$ cat config.mk
export PLATFORM = sky130hd
export DESIGN_NAME = mmio_store_unit
export DESIGN_NICKNAME = d
export VERILOG_FILES = /design/src/rtl/mmio_store_unit.sv
export SDC_FILE = /design/constraint.sdc
export NUM_CORES = 1
export LEC_CHECK = 0
export CAP_MARGIN = 20
export CORE_MARGIN = 4
export CORE_UTILIZATION = 19
export DETAILED_ROUTE_END_ITERATION = 16
export PLACE_DENSITY_LB_ADDON = 0.1
export SYNTH_ARGS = -nofsm -noshare
export SYNTH_HDL_FRONTEND = slang
export SYNTH_SLANG_ARGS = --single-unit
$ cat constraint.sdc
create_clock -name clk -period 1.5 [get_ports clk]
set_input_delay 0.45 -clock clk [delete_from_list [all_inputs] [get_ports clk]]
set_output_delay 0.45 -clock clk [all_outputs]
set_load 0.05 [all_outputs]
$ cat src/rtl/mmio_store_unit.sv
// MMIO store decoder: buffers bytes written to the UART TX address and pulses a counter reset.
// Define MMIO_TX_FIFO_EN for a FIFO_DEPTH-entry TX FIFO; otherwise a single holding register is built.
module mmio_store_unit #(
    parameter int          FIFO_DEPTH   = 4,
    parameter logic [31:0] TX_ADDR      = 32'h8000_0008,
    parameter logic [31:0] CNT_RST_ADDR = 32'h8000_0018
) (
    input  logic                        clk,
    input  logic                        rst,
    input  logic                        store_en_i,
    input  logic [31:0]                 store_addr_i,
    input  logic [31:0]                 store_data_i,
    input  logic                        uart_tx_in_ready_i,
    output logic                        uart_tx_in_valid_o,
    output logic [7:0]                  uart_tx_in_data_o,
    output logic                        tx_ready_o,
    output logic                        stall_o,
    output logic                        counter_rst_o,
    output logic [$clog2(FIFO_DEPTH):0] tx_count_o
);

    localparam int CW = $clog2(FIFO_DEPTH) + 1;

    logic       tx_wr;
    logic       cnt_wr;
    logic       full;
    logic       push;
    logic       pop;
    logic [7:0] tx_byte;
    logic       cnt_rst_q;
    logic       cnt_rst_d;
    logic       unused_data;

    assign tx_wr       = store_en_i && (store_addr_i == TX_ADDR);
    assign cnt_wr      = store_en_i && (store_addr_i == CNT_RST_ADDR);
    assign tx_byte     = store_data_i[7:0];
    assign unused_data = ^store_data_i[31:8];

    // A full buffer stalls even when a pop happens this cycle; the write lands next cycle.
    assign stall_o    = tx_wr && full;
    assign push       = tx_wr && !full;
    assign pop        = uart_tx_in_valid_o && uart_tx_in_ready_i;
    assign tx_ready_o = !full;

    always_comb begin
        cnt_rst_d = cnt_wr;
    end

    always_ff @(posedge clk or posedge rst) begin
        if (rst) begin
            cnt_rst_q <= 1'b0;
        end else begin
            cnt_rst_q <= cnt_rst_d;
        end
    end

    assign counter_rst_o = cnt_rst_q;

`ifdef MMIO_TX_FIFO_EN
    localparam int AW = $clog2(FIFO_DEPTH);

    logic [7:0]    mem_q [FIFO_DEPTH];
    logic [7:0]    mem_d [FIFO_DEPTH];
    logic [AW-1:0] wr_ptr_q;
    logic [AW-1:0] wr_ptr_d;
    logic [AW-1:0] rd_ptr_q;
    logic [AW-1:0] rd_ptr_d;
    logic [AW-1:0] rd_nxt;
    logic [CW-1:0] count_q;
    logic [CW-1:0] count_d;
    logic          full_q;
    logic          full_d;
    logic          valid_q;
    logic          valid_d;
    logic [7:0]    head_q;
    logic [7:0]    head_d;

    always_comb begin
        mem_d    = mem_q;
        wr_ptr_d = wr_ptr_q;
        rd_ptr_d = rd_ptr_q;
        count_d  = count_q;
        head_d   = head_q;
        rd_nxt   = rd_ptr_q + 1'b1;

        if (push) begin
            mem_d[wr_ptr_q] = tx_byte;
            wr_ptr_d        = wr_ptr_q + 1'b1;
        end
        if (pop) begin
            rd_ptr_d = rd_nxt;
        end

        case ({push, pop})
            2'b10:   count_d = count_q + 1'b1;
            2'b01:   count_d = count_q - 1'b1;
            default: count_d = count_q;
        endcase

        // The head lives in its own register so the output holds the last byte once drained.
        if (pop) begin
            if (count_q > CW'(1)) begin
                head_d = mem_q[rd_nxt];
            end else if (push) begin
                head_d = tx_byte;
            end
        end else if (push && !valid_q) begin
            head_d = tx_byte;
        end

        full_d  = (count_d == CW'(FIFO_DEPTH));
        valid_d = (count_d != '0);
    end

    always_ff @(posedge clk or posedge rst) begin
        if (rst) begin
            for (int i = 0; i < FIFO_DEPTH; i++) begin
                mem_q[i] <= 8'h00;
            end
            wr_ptr_q <= '0;
            rd_ptr_q <= '0;
            count_q  <= '0;
            full_q   <= 1'b0;
            valid_q  <= 1'b0;
            head_q   <= 8'h00;
        end else begin
            mem_q    <= mem_d;
            wr_ptr_q <= wr_ptr_d;
            rd_ptr_q <= rd_ptr_d;
            count_q  <= count_d;
            full_q   <= full_d;
            valid_q  <= valid_d;
            head_q   <= head_d;
        end
    end

    assign full               = full_q;
    assign uart_tx_in_valid_o = valid_q;
    assign uart_tx_in_data_o  = head_q;
    assign tx_count_o         = count_q;
`else
    logic       valid_q;
    logic       valid_d;
    logic [7:0] head_q;
    logic [7:0] head_d;

    // push only happens when empty and pop only when occupied, so they never coincide.
    always_comb begin
        valid_d = valid_q;
        head_d  = head_q;
        if (push) begin
            valid_d = 1'b1;
            head_d  = tx_byte;
        end else if (pop) begin
            valid_d = 1'b0;
        end
    end

    always_ff @(posedge clk or posedge rst) begin
        if (rst) begin
            valid_q <= 1'b0;
            head_q  <= 8'h00;
        end else begin
            valid_q <= valid_d;
            head_q  <= head_d;
        end
    end

    assign full               = valid_q;
    assign uart_tx_in_valid_o = valid_q;
    assign uart_tx_in_data_o  = head_q;
    assign tx_count_o         = {{(CW-1){1'b0}}, valid_q};
`endif

endmodule

==> results of run 1 <==
-- logic make-up (layout without fill, tap and decap cells) --
family / count (synthesis) / count (layout) / share of synthesized area
AO/OA/AOI/OAI: 1 / 1 / 0.0154
AND/OR/NAND/NOR: 13 / 13 / 0.208
flip-flops: 10 / 10 / 0.514
other: 1 / 2 / 0.00770
multiplexers: 8 / 8 / 0.185
buffers and inverters: 6 / 71 / 0.0694
-- final cells by class --
cell class                 count  share of cell area
multi-input combinational     24               0.242
timing repair buffer          64               0.513
tap                           30              0.0270
sequential                    10               0.181
clock buffer                   4              0.0261
inverter                       3              0.0108
-- cell usage in the layout, fill, tap and decap left out, drive strengths merged, types with 2 or more instances in the layout --
master / n
nand4: 2
dfrtp: 10
clkdlybuf4s50: 11
clkbuf: 4
buf: 45
clkdlybuf4s15: 8
conb: 2
mux2: 8
inv: 2
nor4: 8
-- stage by stage --
step / utilization / power [W]
after floorplan: - / 0.000300
after global placement: 0.527 / 0.000412
final: 0.566 / 0.000636
after global routing: 0.566 / 0.000668
after detailed placement: 0.527 / 0.000413
after CTS: 0.561 / 0.000644
-- sequential cells by signal, summed over array words and instances (netlist names) --
register	flops
uart_tx_in_valid_o	1
counter_rst_o	1
uart_tx_in_data_o	8
-- worst max-delay path: cells and delay by family --
| kind | cells | cell delay, ns |
|---|---|---|
| and+or+nand+nor | 3 | 0.69 |
| buffers and inverters | 3 | 0.42 |
-- per-layer routing --
| metal | GRT usage | vias to the layer above |
|---|---|---|
| met4 | 0.0485 | 0 |
| li1 | - | 274 |
| met2 | 0.172 | 44 |
| met3 | 0.0439 | 2 |
| met5 | 0 | - |
| met1 | 0.143 | 264 |
-- report_power, final --
group / internal (W) / switching (W) / leakage [nW]
clock: 0.000147 / 0.0000849 / 0.0210
combinational: 0.0000851 / 0.0000496 / 0.450
sequential: 0.000270 / 0.00000000000231 / 0.138
-- how the worst max path moves through the flow --
stage | from | to | slack (ns) | depth (start not counted)
after CTS | store_addr_i[19] | stall_o | -0.52 | 6
final | store_addr_i[30] | stall_o | -0.51 | 6
after global routing | store_en_i | stall_o | -0.55 | 6
after detailed placement | store_en_i | uart_tx_in_data_o[4] | -0.87 | 7
after floorplan | uart_tx_in_valid_o | stall_o | -0.64 | 2
after global placement | store_en_i | uart_tx_in_data_o[7] | -0.86 | 7
-- what timing repair did --
item,4_1_cts,5_1_grt
endpoints found under the setup margin,12,13
pin swaps,12,3
setup buffers,4,1
cloned,0,0
resized for setup,120,5
==> metrics.sh, run 1 <==
WORSTSETUPENDPOINTTYPE='output port'
DRC=0
HTREE_NUM_LEVELS=1
SYNTH_TOP_CELL_BY_AREA='dfrtp_1'
MULTI_INPUT_COMB_AREA_UM2=337
RSZ_0062_RAISED_AFTER_GLOBAL_ROUTING='yes'
R2R_CELLS=4
MIN_DELAY_WORST_TYPE='input port to asynchronous set/reset pin'
CTS_HOLD_REPAIR.BUFFERS=0
GRT_MAX_DEGREE=11
CRIT_PATH_CELL_TRACE='buf_6 > nor4bb_2 > nand4_1 > buf_6 > nor4_4 > buf_12'
M1_WL_UM=775
FLOW.AREA_GROWTH_FROM_SYNTHESIS_PCT=186
SYNTH.DISTINCT_CELLS=12
NUMBER_OF_GLOBAL_ROUTE_VIAS_BEFORE_REPAIR=615
CTSLONGESTPATHBUFFERS=2
RUN_STATUS='finished, violations left'
FIN_CRIT_SH=1.34
NUMCTSBUFFERS=3
PERIOD_NEEDED_NS=2.01
CP-START-KIND='input port'
FINISH.NET_COUNT=174
VDD_IR_DROP_MAX_V=0.000339
MET3_LENGTH_UM=296
LAYOUT-DRIVE-GT1-SHARE=0.657
CRIT_ARRIVAL_NS=1.56
POSTSYNTH.TOPFLOPCELL='dfrtp_1'
SYNTH_COMMON_CELLS='dfrtp_1 (10), mux2_2 (8), nor4_1 (7)'
PLACEMENT.CELL_AREA_UM2=1290
DP_CELLS=129
POST_SYNTH_INST_COUNT=39
CRITICAL_PATH_REQUIRED_NS=1.05
FINALHOLDWORSTSLACK_NS=0.462
AVGVIACOUNTPERCELL=4.33
P_LEAK_nW=0.609
CRIT_PATH_MAX_FANOUT=2
FINALHOLDVIOLCOUNT=0
INITIAL_ANTENNA_VIOLATION_COUNT=0
SYNTH_AREA_LEADERS='dfrtp_1 (51%), mux2_2 (19%), nor4_1 (9.0%)'
SYN_AREA_UM2=487
SYN_AREA_PER_CELL_UM2=12.5
YOSYS_REGISTER_BITS=10
PLACE.GP.CONGESTION=0.799
FINAL.SETUP.TNS_NS=-2.50
GRT.OVERFLOW.TOTAL=0
FINAL_SLEW_VIOL_COUNT=0
DESIGN.CORE.AREA_UM2=2450
POST-SYNTH-TOP-AREA-FRACTION=0.514
IOS=83
MAX_FREQ_GHz=0.498
DIE_AREA_UM2=3440
POST-SYNTH-TOP-COUNT-CELL='dfrtp_1'
VIAS=584
PWR_DENSITY_CELL_nW_PER_UM2=458
WL_PER_CELL_UM=14.0
WORST_SETUP_HOLD_PATH_CLK_SLEW_NS=0.06
HPWL_UM=1560
WORST_PATH_LARGEST_CELL_DELAY_NS=0.29
CLOCK-ROOT-BUFFER='clkbuf_4'
WORSTSKEWPAIRLATENCY_NS=0.26
PRE_CTS_WS_NS=-0.875
LAYOUT.FILLER_CELLS=202
DIE_HEIGHT_UM=58.6
ROUTE.TOP_LAYER_USED='met4'
FLOORPLAN.INITIALDENSITY=0.198
WL_MET2_UM=808
CTS_TREE='done'
YS.WARNINGS.COUNT=0
FF_LATCH_AREA_UM2=251
FINAL-INSTANCE-COUNT-EXCL-FILL=135
TIMING.CRITICAL_PATH.MODE_CELL='buf_6'
TOTALWIRELENGTH_UM=1890
MAX-CAP-VIOLATIONS=0
DIE_BOUNDARY_WIDTH_UM=58.6
YS_SEQ_AREA_FRAC=0.514
REGTOREGSTARTPOINT='uart_tx_in_valid_o'
CRITPATHKIND='input port to output port'
INITIAL_DRC_COUNT=6
CLOCK_SKEW_NS=0.00151
ANTENNADIODECOUNT=0
COUNT_OF_TRITONROUTE_ITERATIONS_IN_THE_FIRST_ROUTING_PASS=2
POSTLAYOUTSETUPSLACKWORST_NS=-0.510
SYNTH_EDF_COUNT=0
YS_ASYNC_SR_FRACTION=1.00
TIMING.FINAL.SETUP_VIOLATIONS=12
ANTENNA_LEFT=0
TRITONCTS_NUM_SINKS=10
IO_BUFFERS=56
RRSETUPSLACK_NS=0.05
VIOLATIONS_IN_THE_FINAL_REPORTS='setup timing'
GRT_PASS1_WL_UM=2930
GRTUSAGETOTAL=0.113
WORST_R2R_END='uart_tx_in_data_o[0]'
FINAL_DESIGN_AREA_NO_FILL_UM2=1390
CP_MAX_DELAY_CELL='nor4bb_2'
PLACEMENTROWS=18
Note: power is estimated with default switching activity, not from simulation.
==> run 2, diff against run 1 <==
Settings changed: CORE_MARGIN 4 to 3.
==> run 2 against run 1 <==
Effect of this change:
- the run still ends with setup timing left
- count of clock-buffer cells in the layout did not move
- clock power rose by 5%
- worst hold slack got worse by 0.015 ns
- first-iteration DRC count fell by 67%
- maximum frequency barely moved
- clock skew rose by 0.0041 ns
- die area fell by 6.7%
- sequential share of layout area rose by 0.16 points
- sequential power barely moved
- global-route usage rose by 1.1 points
- largest cell class unchanged
- largest power group unchanged
==> metrics.sh, run 2 (same netlist as run 1, synthesis figures left out) <==
FINAL_SLEW_VIOL_COUNT=0  # unchanged
WL_PER_CELL_UM=14.1  # was 14.0 um
CLOCK-ROOT-BUFFER='clkbuf_4'  # unchanged
MOST-COMMON-LAYOUT-CELLS='buf_6 (13), buf_12 (13), clkdlybuf4s50_1 (11)'  # was buf_6 (16), buf_2 (15), buf_12 (13)
LAYOUT-DRIVE-GT1-SHARE=0.654  # was 0.657
CLOCK_SKEW_NS=0.00565  # was 0.00151 ns
COMB_POWER_SHARE=0.203  # was 0.212
RUN_STATUS='finished, violations left'  # unchanged
SWSHARE=0.227  # was 0.211
INITIAL_DRC_COUNT=2  # was 6
MIN_DELAY_WORST_TYPE='input port to asynchronous set/reset pin'  # unchanged
CTS_HOLD_REPAIR.BUFFERS=0  # unchanged
TIMING.FINAL.SETUP_VIOLATIONS=12  # unchanged
WORSTSKEWPAIRLATENCY_NS=0.27  # was 0.26 ns
DRC=0  # unchanged
TRITONCTS_NUM_SINKS=10  # unchanged
ANTENNA_LEFT=0  # unchanged
PERIOD_NEEDED_NS=2.01  # about the same
MAX_FREQ_GHz=0.498  # about the same
FINISH.NET_COUNT=176  # was 174
FLIP_FLOP_COUNT_OF_THE_LARGEST_REGISTER_ALL_COPIES_AND_WORDS_ADDED=8  # unchanged
MAX-CAP-VIOLATIONS=0  # unchanged
FLOW.AREA_GROWTH_FROM_SYNTHESIS_PCT=183  # was 186%
CRIT_PATH_MAX_FANOUT=2  # unchanged
IO_BUFFERS=56  # unchanged
FINAL-INSTANCE-COUNT-EXCL-FILL=135  # unchanged
SEQPWRFRAC=0.418  # was 0.424
FINALHOLDVIOLCOUNT=0  # unchanged
DESIGN.CORE.AREA_UM2=2320  # was 2450 um2
DIE_AREA_UM2=3200  # was 3440 um2
CTSLONGESTPATHBUFFERS=2  # unchanged
HTREE_NUM_LEVELS=1  # unchanged
AVGVIACOUNTPERCELL=4.33  # about the same
CRIT_ARRIVAL_NS=1.56  # about the same
P_SW_W=0.000146  # was 0.000135 W
FLOORPLAN.INITIALDENSITY=0.210  # was 0.198
CTS_TREE='done'  # unchanged
WORST_SETUP_HOLD_PATH_CLK_SLEW_NS=0.07  # was 0.06 ns
WORSTSETUPENDPOINTTYPE='output port'  # unchanged
INITIAL_ANTENNA_VIOLATION_COUNT=0  # unchanged
FF_LATCH_AREA_UM2=251  # unchanged
CRITPATHKIND='input port to output port'  # unchanged
POWER_FRAC_CLOCK=0.379  # was 0.365
P_INT_W=0.000498  # was 0.000502 W
MULTI_INPUT_COMB_AREA_UM2=330  # was 337 um2
PLACE.GP.CONGESTION=0.790  # was 0.799
PLACEMENTROWS=17  # was 18
VIAS=585  # was 584
PRE_CTS_WS_NS=-0.852  # was -0.875 ns
DIE_BOUNDARY_WIDTH_UM=56.6  # was 58.6 um
NUMCTSBUFFERS=3  # unchanged
FIN_CRIT_SH=1.34  # about the same
VIOLATIONS_IN_THE_FINAL_REPORTS='setup timing'  # unchanged
IOS=83  # unchanged
DIE_HEIGHT_UM=56.6  # was 58.6 um
FINAL.SETUP.TNS_NS=-4.26  # was -2.50 ns
GRT_MAX_DEGREE=11  # unchanged
GRT.OVERFLOW.TOTAL=0  # unchanged
RSZ_0062_RAISED_AFTER_GLOBAL_ROUTING='yes'  # unchanged
CP-START-KIND='input port'  # unchanged
TOTALWIRELENGTH_UM=1910  # was 1890 um
POSTLAYOUTSETUPSLACKWORST_NS=-0.508  # was -0.510 ns
LAYOUT.FILLER_CELLS=192  # was 202
GRTUSAGETOTAL=0.124  # was 0.113
CRITICAL_PATH_REQUIRED_NS=1.05  # about the same
P_LEAK_nW=0.620  # was 0.609 nW
ANTENNADIODECOUNT=0  # unchanged
VDD_IR_DROP_MAX_V=0.000344  # was 0.000339 V
NUMBER_OF_GLOBAL_ROUTE_VIAS_BEFORE_REPAIR=617  # was 615
DP_CELLS=128  # was 129
GRT_PASS1_WL_UM=3070  # was 2930 um
COUNT_OF_TRITONROUTE_ITERATIONS_IN_THE_FIRST_ROUTING_PASS=3  # was 2
PWR_DENSITY_CELL_nW_PER_UM2=468  # was 458 nW/um2
HPWL_UM=1500  # was 1560 um
-- run 2: stage by stage --
| step | total power [W] | instance area [um2] | hold slack, ns | util |
|---|---|---|---|---|
| 5_1_grt | 0.000673 | 1380 | 0.496 | 0.594 |
| 4_1_cts | 0.000645 | 1380 | 0.454 | 0.594 |
| 3_5_place_dp | 0.000414 | 1300 | 0.562 | 0.560 |
| 6_report | 0.000644 | 1380 | 0.447 | 0.594 |
| 2_1_floorplan | 0.000300 | 543 | 0.290 | - |
| 3_3_place_gp | 0.000413 | 1300 | 0.563 | 0.560 |
-- run 2: area by class of cell --
type	count	share of cell area
clock buffer	4	0.0263
inverter	3	0.0109
multi-input combinational	24	0.240
sequential	10	0.183
tap	28	0.0254
timing repair buffer	66	0.515
-- run 2: layer usage --
layer / GRT usage / wire [um]
met3: 0.0621 / 194
met1: 0.139 / 689
met2: 0.203 / 1000
met4: 0.0407 / 23
met5: 0 / 0
-- run 2: power by group through the flow --
stage	registers (W)	clock network (W)	logic (W)
CTS	0.000269	0.000252	0.000123
global route	0.000269	0.000264	0.000140
finish	0.000269	0.000244	0.000131
detailed placement	0.000275	0	0.000139
global placement	0.000275	0	0.000138
floorplan	0.000275	0	0.0000258
-- run 2: worst paths after layout --
check,start,end,slack [ns],depth (start not counted)
hold / removal,rst,uart_tx_in_data_o[7],0.45,2
setup / recovery,store_addr_i[28],stall_o,-0.51,6
min in group clk,uart_tx_in_data_o[3],uart_tx_in_data_o[3],0.58,1
hold reg to reg,uart_tx_in_data_o[3],uart_tx_in_data_o[3],0.58,1
setup reg to reg,uart_tx_in_valid_o,uart_tx_in_data_o[0],0.05,4
max in group asynchronous,rst,uart_tx_in_valid_o,0.75,2
-- run 2: worst max-delay path, cell delays in order --
cell	delay, ns
clkbuf_2	0.10
nor4b_4	0.26
nand4_1	0.16
buf_6	0.16
nor4_4	0.25
buf_12	0.18
-- run 2: what timing repair did --
action	CTS	global route
gates cloned	0	0
pin swaps	12	8
resized for setup	87	31
setup endpoints to repair	13	13
setup buffers	3	1
==> run 3, diff against run 2 <==
Settings changed: ABC_AREA set to 1, CORE_UTILIZATION 19 to 21.
==> run 3 against run 2 <==
Effect of this change:
- the run still ends with setup timing left
- via count is 21% higher
- area after synthesis is 16% higher
- die area is 4.6% higher
- register-to-register slack better by 0.34 ns
- largest cell class unchanged
- critical endpoint unchanged
- non-clock buffer count shrank 6
==> metrics.sh, run 3 <==
FF_LATCH_AREA_UM2=251  # unchanged
CLOCK_SKEW_NS=0.00378  # was 0.00565 ns
YS_SEQ_AREA_FRAC=0.442  # was 0.514
FLOW.AREA_GROWTH_FROM_SYNTHESIS_PCT=133  # was 183%
NUMBER_OF_GLOBAL_ROUTE_VIAS_BEFORE_REPAIR=784  # was 617
P_LEAK_nW=0.632  # was 0.620 nW
WORST_PATH_LARGEST_CELL_DELAY_NS=0.46  # was 0.26 ns
YOSYS_REGISTER_BITS=10  # unchanged
POSTLAYOUTSETUPSLACKWORST_NS=-0.316  # was -0.508 ns
POST-SYNTH-TOP-AREA-FRACTION=0.442  # was 0.514
CLOCK-ROOT-BUFFER='clkbuf_4'  # unchanged
PATH_BUF_INV=2  # was 3
CTS_TREE='done'  # unchanged
RUN_STATUS='finished, violations left'  # unchanged
SYN_AREA_UM2=566  # was 487 um2
CRITICAL_PATH.TOP_DELAY_FAMILY='buffers and inverters'  # was simple AND/OR/NAND/NOR gates
TOTALWIRELENGTH_UM=1910  # unchanged
FINAL_SLEW_VIOL_COUNT=0  # unchanged
FINALHOLDVIOLCOUNT=0  # unchanged
ANTENNA_LEFT=0  # unchanged
IOS=83  # unchanged
INITIAL_ANTENNA_VIOLATION_COUNT=0  # unchanged
CRIT_ARRIVAL_NS=1.37  # was 1.56 ns
FINAL.SETUP.TNS_NS=-0.316  # was -4.26 ns
IO_BUFFERS=56  # unchanged
RSZ_0062_RAISED_AFTER_GLOBAL_ROUTING='yes'  # unchanged
P_SW_W=0.000151  # was 0.000146 W
FLIP_FLOP_COUNT_OF_THE_LARGEST_REGISTER_ALL_COPIES_AND_WORDS_ADDED=8  # unchanged
LAYOUT-DRIVE-GT1-SHARE=0.504  # was 0.654
ANTENNADIODECOUNT=0  # unchanged
DESIGN.CORE.AREA_UM2=2520  # was 2320 um2
MIN_DELAY_WORST_TYPE='input port to asynchronous set/reset pin'  # unchanged
POST-SYNTH-TOP-COUNT-CELL='nand2_1'  # was dfrtp_1
LAYOUT.FILLER_CELLS=273  # was 192
CP-START-KIND='input port'  # unchanged
TOTAL_POWER_W=0.000653  # was 0.000644 W
TIMING.CRITICAL_PATH.MODE_CELL='nor2_4'
VIOLATIONS_IN_THE_FINAL_REPORTS='setup timing'  # unchanged
SWSHARE=0.232  # was 0.227
GRTUSAGETOTAL=0.127  # was 0.124
POWER_FRAC_CLOCK=0.374  # was 0.379
POST_SYNTH_INST_COUNT=79  # was 39
VIAS=706  # was 585
SYNTH_EDF_COUNT=0  # unchanged
FINAL-INSTANCE-COUNT-EXCL-FILL=169  # was 135
SYNTH_AREA_LEADERS='dfrtp_1 (44%), nand2_1 (17%), nor2_1 (13%)'  # was dfrtp_1 (51%), mux2_2 (19%), nor4_1 (9.0%)
FIN_CRIT_SH=1.21  # was 1.34
MULTI_INPUT_COMB_AREA_UM2=345  # was 330 um2
GRT_MAX_DEGREE=11  # unchanged
FINISH.NET_COUNT=208  # was 176
WORSTSKEWPAIRLATENCY_NS=0.26  # was 0.27 ns
HTREE_NUM_LEVELS=1  # unchanged
PRE_CTS_WS_NS=-0.699  # was -0.852 ns
FINAL_DESIGN_AREA_NO_FILL_UM2=1320  # was 1380 um2
SYNTH_TOP_CELL_BY_AREA='dfrtp_1'  # unchanged
POSTSYNTH.TOPFLOPCELL='dfrtp_1'  # unchanged
PERIOD_NEEDED_NS=1.82  # was 2.01 ns
CRIT_PATH_CELL_TRACE='clkdlybuf4s50_1 > nor2_4 > nand2_4 > nor2_4 > buf_12'  # was clkbuf_2 > nor4b_4 > nand4_1 > buf_6 > nor4_4 > buf_12
GRT_PASS1_WL_UM=3320  # was 3070 um
PLACEMENT.CELL_AREA_UM2=1330  # was 1300 um2
CRITICAL_PATH_REQUIRED_NS=1.05  # about the same
SYN_AREA_PER_CELL_UM2=7.16  # was 12.5 um2
SYNTH.DISTINCT_CELLS=14  # was 12
CRITPATHKIND='input port to output port'  # unchanged
NUMCTSBUFFERS=3  # unchanged
PLACE.GP.CONGESTION=0.767  # was 0.790
SYNTH_COMMON_CELLS='nand2_1 (26), nor2_1 (19), dfrtp_1 (10)'  # was dfrtp_1 (10), mux2_2 (8), nor4_1 (7)
COMB_POWER_SHARE=0.213  # was 0.203
PWR_DENSITY_CELL_nW_PER_UM2=496  # was 468 nW/um2
VDD_IR_DROP_MAX_V=0.000302  # was 0.000344 V
MAX_FREQ_GHz=0.551  # was 0.498 GHz
DIE_HEIGHT_UM=57.9  # was 56.6 um
SEQPWRFRAC=0.413  # was 0.418
DRC=0  # unchanged
MAX-CAP-VIOLATIONS=0  # unchanged
HPWL_UM=1620  # was 1500 um
TIMING.FINAL.SETUP_VIOLATIONS=1  # was 12
LAYOUT.CELLS.MOST_COMMON='nand2_1'
YS.WARNINGS.COUNT=0  # unchanged
WL_PER_CELL_UM=11.3  # was 14.1 um
CP_MAX_DELAY_CELL='clkdlybuf4s50_1'  # was nor4b_4
DIE_AREA_UM2=3350  # was 3200 um2
WORSTSETUPENDPOINTTYPE='output port'  # unchanged
CTS_HOLD_REPAIR.BUFFERS=0  # unchanged
DP_CELLS=165  # was 128
DIE_BOUNDARY_WIDTH_UM=57.9  # was 56.6 um
COUNT_OF_TRITONROUTE_ITERATIONS_IN_THE_FIRST_ROUTING_PASS=2  # was 3
FLOORPLAN.INITIALDENSITY=0.224  # was 0.210
INITIAL_DRC_COUNT=10  # was 2
MOST-COMMON-LAYOUT-CELLS='nand2_1 (23), buf_2 (18), buf_12 (13)'  # was buf_6 (13), buf_12 (13), clkdlybuf4s50_1 (11)
AVGVIACOUNTPERCELL=4.18  # was 4.33
CTSLONGESTPATHBUFFERS=2  # unchanged
P_INT_W=0.000501  # was 0.000498 W
PLACEMENTROWS=18  # was 17
CTS_SETUP_BUFFERS=0  # was 3
CRIT_PATH_MAX_FANOUT=2  # unchanged
TRITONCTS_NUM_SINKS=10  # unchanged
GRT.OVERFLOW.TOTAL=0  # unchanged
YS_ASYNC_SR_FRACTION=1.00  # unchanged
WORST_SETUP_HOLD_PATH_CLK_SLEW_NS=0.07  # about the same
run 3: changes by cell type after synthesis, moves of 2 or more:
cell / before / now
nand2_1: 0 / 26
nor4_1: 7 / 0
nor2_1: 0 / 19
mux2_2: 8 / 0
nand4_1: 2 / 8
nor2_2: 0 / 2
run 3: cell type report:
type	instances	share of cell area
Inverter	4	0.0114
Clock buffer	4	0.0275
Sequential cell	10	0.191
Multi-Input combinational cell	61	0.262
Tap cell	30	0.0285
Timing Repair Buffer	60	0.480
run 3: timing repair:
item	in CTS	in global routing
pin swaps	28	20
gates resized for setup	102	23
setup endpoints to repair	12	10
run 3: logic make-up after synthesis:
kind of cell,after synthesis,share of synthesized area
compound gates,1,0.00884
buf+inv,9,0.0951
flops,10,0.442
other cells,1,0.00663
simple gates,58,0.447
run 3: stage by stage:
stage | utilization | hold slack (ns)
finish | 0.522 | 0.468
global route | 0.522 | 0.506
CTS | 0.499 | 0.476
detailed placement | 0.527 | 0.521
global placement | 0.527 | 0.519
floorplan | - | 0.290
run 3: final timing paths:
check / cells past startpoint / slack, ns / to / from
min reg2reg: 2 / 0.53 / uart_tx_in_data_o[7] / uart_tx_in_data_o[7]
min in group clk: 2 / 0.53 / uart_tx_in_data_o[7] / uart_tx_in_data_o[7]
max: 5 / -0.32 / stall_o / store_addr_i[4]
max reg2reg: 5 / 0.39 / uart_tx_in_data_o[4] / uart_tx_in_valid_o
max in group asynchronous: 2 / 0.72 / uart_tx_in_valid_o / rst
min: 2 / 0.47 / uart_tx_in_data_o[6] / rst
run 3: metal layers:
metal,part of all wire,GRT usage,up-vias
met1,0.38,0.141,303
met5,0,0,-
met4,0.0073,0.0397,0
met2,0.53,0.242,34
met3,0.085,0.0223,2
li1,-,-,367
run 3: power groups by stage:
stage | logic (W) | clock network (W) | registers, W
after detailed placement | 0.000158 | 0 | 0.000275
after global placement | 0.000156 | 0 | 0.000275
after global routing | 0.000153 | 0.000265 | 0.000269
after floorplan | 0.0000388 | 0 | 0.000275
after CTS | 0.000127 | 0.000254 | 0.000269
final | 0.000139 | 0.000244 | 0.000269
